[src/rtl/series_iter_stage.sv]
// Iterative exp-series evaluator: sum = 1 + x + x^2/2! + ... + x^n/n!, Q16.16, one term per clock.
// Define SERIES_SAT_EN to saturate the running sum on overflow instead of wrapping.
module series_iter_stage #(
  parameter int MAX_TERMS = 16
) (
  input  logic        clk,
  input  logic        rst,
  input  logic        in_valid,
  output logic        in_ready,
  input  logic [31:0] in_x,
  input  logic [4:0]  in_n_terms,
  output logic [31:0] out_x,
  output logic [31:0] out_num,
  output logic [31:0] out_sum,
  output logic        out_overflow,
  output logic        out_valid,
  input  logic        out_ready
);

  // state  | meaning
  // IDLE   | waiting for in_valid, in_ready=1
  // RUN    | one recurrence step per edge, k = 1..n
  // DONE   | result held, out_valid=1 until out_ready
  localparam logic [1:0] S_IDLE = 2'd0;
  localparam logic [1:0] S_RUN  = 2'd1;
  localparam logic [1:0] S_DONE = 2'd2;

  localparam logic [4:0] N_MAX = 5'(MAX_TERMS);

  logic [1:0]         state;
  logic signed [31:0] x_q;
  logic signed [31:0] num_q;
  logic signed [31:0] sum_q;
  logic [4:0]         k_q;
  logic [4:0]         n_q;
  logic               ovf_q;

  logic [4:0]         n_clamp;
  logic [16:0]        recip;
  logic signed [63:0] num_w, x_w, prod_p, p_shift;
  logic signed [48:0] p_w, r_w, prod_t, t_shift;
  logic signed [31:0] p_val, term, sum_raw, sum_next;
  logic               ovf_p, ovf_t, ovf_s;

  assign n_clamp = (in_n_terms > N_MAX) ? N_MAX : in_n_terms;

  // round(65536/k)
  always_comb begin
    recip = 17'd0;
    case (k_q)
      5'd1:  recip = 17'd65536;
      5'd2:  recip = 17'd32768;
      5'd3:  recip = 17'd21845;
      5'd4:  recip = 17'd16384;
      5'd5:  recip = 17'd13107;
      5'd6:  recip = 17'd10923;
      5'd7:  recip = 17'd9362;
      5'd8:  recip = 17'd8192;
      5'd9:  recip = 17'd7282;
      5'd10: recip = 17'd6554;
      5'd11: recip = 17'd5958;
      5'd12: recip = 17'd5461;
      5'd13: recip = 17'd5041;
      5'd14: recip = 17'd4681;
      5'd15: recip = 17'd4369;
      5'd16: recip = 17'd4096;
      5'd17: recip = 17'd3855;
      5'd18: recip = 17'd3641;
      5'd19: recip = 17'd3449;
      5'd20: recip = 17'd3277;
      5'd21: recip = 17'd3121;
      5'd22: recip = 17'd2979;
      5'd23: recip = 17'd2849;
      5'd24: recip = 17'd2731;
      5'd25: recip = 17'd2621;
      5'd26: recip = 17'd2521;
      5'd27: recip = 17'd2427;
      5'd28: recip = 17'd2341;
      5'd29: recip = 17'd2260;
      5'd30: recip = 17'd2185;
      5'd31: recip = 17'd2114;
      default: recip = 17'd0;
    endcase
  end

  assign num_w   = {{32{num_q[31]}}, num_q};
  assign x_w     = {{32{x_q[31]}}, x_q};
  assign prod_p  = num_w * x_w;
  assign p_shift = prod_p >>> 16;
  assign p_val   = p_shift[31:0];
  // Truncation is lossless only if everything above bit 31 copies the sign.
  assign ovf_p   = !((&p_shift[63:31]) || !(|p_shift[63:31]));

  assign p_w     = {{17{p_val[31]}}, p_val};
  assign r_w     = {32'd0, recip};
  assign prod_t  = p_w * r_w;
  assign t_shift = prod_t >>> 16;
  assign term    = t_shift[31:0];
  assign ovf_t   = !((&t_shift[48:31]) || !(|t_shift[48:31]));

  assign sum_raw = sum_q + term;
  assign ovf_s   = (sum_q[31] == term[31]) && (sum_raw[31] != sum_q[31]);

`ifdef SERIES_SAT_EN
  assign sum_next = ovf_s ? (sum_q[31] ? 32'sh80000000 : 32'sh7FFFFFFF) : sum_raw;
`else
  assign sum_next = sum_raw;
`endif

  always_ff @(posedge clk or negedge rst) begin
    if (!rst) begin
      state <= S_IDLE;
      x_q   <= '0;
      num_q <= '0;
      sum_q <= '0;
      k_q   <= '0;
      n_q   <= '0;
      ovf_q <= 1'b0;
    end else begin
      case (state)
        S_IDLE: begin
          if (in_valid) begin
            x_q   <= in_x;
            num_q <= 32'sh00010000;
            sum_q <= 32'sh00010000;
            k_q   <= 5'd1;
            n_q   <= n_clamp;
            ovf_q <= 1'b0;
            state <= (n_clamp == 5'd0) ? S_DONE : S_RUN;
          end
        end
        S_RUN: begin
          num_q <= term;
          sum_q <= sum_next;
          k_q   <= k_q + 5'd1;
          ovf_q <= ovf_q | ovf_p | ovf_t | ovf_s;
          if (k_q == n_q) state <= S_DONE;
        end
        S_DONE: begin
          if (out_ready) state <= S_IDLE;
        end
        default: state <= S_IDLE;
      endcase
    end
  end

  assign in_ready     = (state == S_IDLE);
  assign out_valid    = (state == S_DONE);
  assign out_x        = x_q;
  assign out_num      = num_q;
  assign out_sum      = sum_q;
  assign out_overflow = ovf_q;

endmodule
[config.mk]
export PLATFORM = sky130hd
export DESIGN_NAME = series_iter_stage
export DESIGN_NICKNAME = d
export VERILOG_FILES = /design/src/rtl/series_iter_stage.sv
export SDC_FILE = /design/constraint.sdc
export NUM_CORES = 2
export LEC_CHECK = 0
export BUFFER_PORTS_ARGS = -buffer_cell sky130_fd_sc_hd__buf_2
export CAP_MARGIN = 20
export CORE_ASPECT_RATIO = 1.75
export CORE_UTILIZATION = 50
export CTS_BUF_LIST = sky130_fd_sc_hd__clkbuf_16
export CTS_CLUSTER_DIAMETER = 40
export DETAILED_ROUTE_END_ITERATION = 12
export PLACE_DENSITY = 0.62
export SLEW_MARGIN = 20
export SYNTH_ARGS = -nofsm -noshare
export SYNTH_HDL_FRONTEND = slang
export SYNTH_SLANG_ARGS = --single-unit
[constraint.sdc]
create_clock -name clk -period 27 [get_ports clk]
set_clock_uncertainty 0.1 [all_clocks]
set_input_delay 2.7 -clock clk [delete_from_list [all_inputs] [get_ports clk]]
set_output_delay 2.7 -clock clk [all_outputs]
set_load 0.005 [all_outputs]
==> results.json <==
{
  "first_iter_violations": 2286,
  "ys_seq_area_share_pct": 4.53,
  "clock_sinks": 109,
  "hold_buffers": 0,
  "setup_viol": 0,
  "crit_path_max_fanout": 18,
  "core-area_sq_um": 120000,
  "die_h_microns": 461,
  "hold_violations": 0,
  "syn_nets": 8602,
  "synthTopCellsByArea": "fa_1 53%, inv_1 10%, ha_1 6.9%",
  "yosys_warnings": 0,
  "start_util_pct": 50.4,
  "status": "complete, no violations",
  "drt_first_pass_iters": 7,
  "nets": 8554,
  "grt.overflow.total": 0,
  "cp_slowest_cell": "dfrtp_1",
  "rsz0062_at_grt": "no",
  "final_area_sq_um": 63000,
  "crit_arrival_ns": 18.22,
  "cts.clk_slew.worst_paths_ns": 0.09,
  "synth_area_sq_um": 60300,
  "criticalPathCategory": "register to register",
  "worst_setup_path_end_kind": "register",
  "fmax_ghz": 0.0556,
  "min_period_ns": 17.99,
  "grt_start_max_net_pins": 63,
  "finalWirelength_microns": 185000,
  "grt_pass1_vias": 50900,
  "gp_congestion": 1.01,
  "place_area_sq_um": 62700,
  "ys_seq_elements": 109,
  "cts-buffers-inserted": 9,
  "synthDistinctLibCells": 87,
  "htreeDepth": 3,
  "cp_slowest_stage_delay_ns": 0.78,
  "drive_gt1_share_pct": 5.01,
  "grt_pass1_wl_microns": 290000,
  "hold_class": "register to register",
  "cts_resized": 0,
  "tns_ns": 0,
  "postCtsSetupBuffers": 0,
  "die_x_microns": 264,
  "drc": 0,
  "cts_tree": "yes",
  "cts-root-buf": "clkbuf_16",
  "avgSynthCellArea_sq_um": 9.09,
  "min_period_over_period_pct": 66.6,
  "clockBufferDepth": 2,
  "io_buffers": 139,
  "vias_per_cell": 5.58,
  "crit_top_cell": "fa_1",
  "start_kind": "register",
  "ioPinCount": 140,
  "area_growth_syn_to_layout_pct": 4.58,
  "antenna_found_initial": 6,
  "maxCapViolations": 0,
  "worstPathRequired_ns": 27.23,
  "slew_viol_final": 0,
  "tightest_slew_ns": 1.13,
  "yosys.area.top_type_share_pct": 53.0,
  "vias": 45400,
  "async_reset_ff_share_pct": 100,
  "rows": 168,
  "synth_edf_count": 0,
  "yosysMostFrequentCell": "inv_1",
  "wl_per_cell_microns": 22.8,
  "slew_headroom_pct": 24.3,
  "synthCells": 6634,
  "clkLatencyLatePin_ns": 0.41,
  "dieArea_sq_um": 122000,
  "synth_top_area_cell": "fa_1",
  "synth_commonest_cells": "1610 x inv_1, 1596 x fa_1, 866 x nand2_1, 578 x and2_1, 376 x nor2_1",
  "grt_usage_pct": 31.8,
  "postRouteAntennaNets": 0,
  "synth_top_flop_cell": "dfrtp_1",
  "hpwlAfterDp_microns": 151000
}
[final cells by class]
class,instances,area (sq um)
flip-flops and latches,109,2730
fillers,11200,56600
multi-input cells,4587,50300
clock inverters,7,86.3
repair buffers,268,1670
inverters,1611,6050
diodes,4,10.0
well taps,1530,1910
clock buffers,9,225
[registers in the layout (all words and copies together), names as in the netlist]
register	flops
out_sum	32
out_x	32
out_overflow	1
n_q	5
out_num	32
state	2
k_q	5
[final timing paths]
path,slack [ns],start,endpoint,depth (start not counted)
setup / recovery,9.01,out_x[8],out_sum[31],63
hold / removal,0.39,n_q[1],n_q[1],2
setup reg to reg,9.01,out_x[8],out_sum[31],63
hold reg to reg,0.39,n_q[1],n_q[1],2
max in group asynchronous,22.93,rst,out_x[5],3
min in group asynchronous,2.15,rst,out_sum[28],1
[routing by layer]
layer	share of wire [%]	GRT usage, %	vias to the layer above
li1	-	-	19100
met1	32	33.2	23900
met5	0	0	-
met3	4.9	3.66	653
met4	7.8	21.0	0
met2	55	59.8	1641
[critical path: cells and delay by family, from the launching register on]
family	cells	cell delay, ns
and+or+nand+nor	12	2.15
buffers and inverters	11	0.98
xor gates and xnor gates	3	1.04
adders and majority gates	17	7.66
DFF	1	0.78
AOI/OAI and AO/OA	20	5.17
[cell families after synthesis]
group / after synthesis / share of synthesized area (%)
xor+xnor: 149 / 2.17
fa+ha+maj: 1927 / 59.9
mux: 8 / 0.156
compound gates: 445 / 4.99
flops: 109 / 4.53
simple gates: 2058 / 16.2
buf+inv: 1938 / 12.1
[metrics by stage]
step / hold WS (ns) / instances / setup slack (ns) / utilization, %
floorplan: 0.358 / 6634 / 11.65 / -
global placement: 0.365 / 8105 / 9.37 / 52.4
detailed placement: 0.376 / 8105 / 9.38 / 52.4
CTS: 0.396 / 8121 / 9.26 / 52.7
global route: 0.420 / 8125 / 8.23 / 52.7
finish: 0.393 / 8125 / 9.01 / 52.7
[cell usage in the layout, fill, tap and decap left out, drive strengths merged, types with 5 or more instances in the layout]
master,count
a21oi,120
nand3,28
nor2b,28
o2111ai,6
a21o,36
o21bai,12
nor2,377
inv,1614
fa,1596
ha,331
mux2i,6
buf,268
and2,578
o21a,19
nor3,34
and4,7
or2,10
a31oi,13
a22o,37
clkbuf,9
nand4,24
xnor2,88
nand2b,53
o21ai,95
a221oi,6
and3,11
a211o,5
or3,13
o31ai,6
o211ai,11
a211oi,20
nand2,867
nor4,7
nand3b,9
xor2,61
dfrtp,109
Power is not shown: default switching activity piles up to over one toggle a cycle in this logic, so the estimate is an artifact.
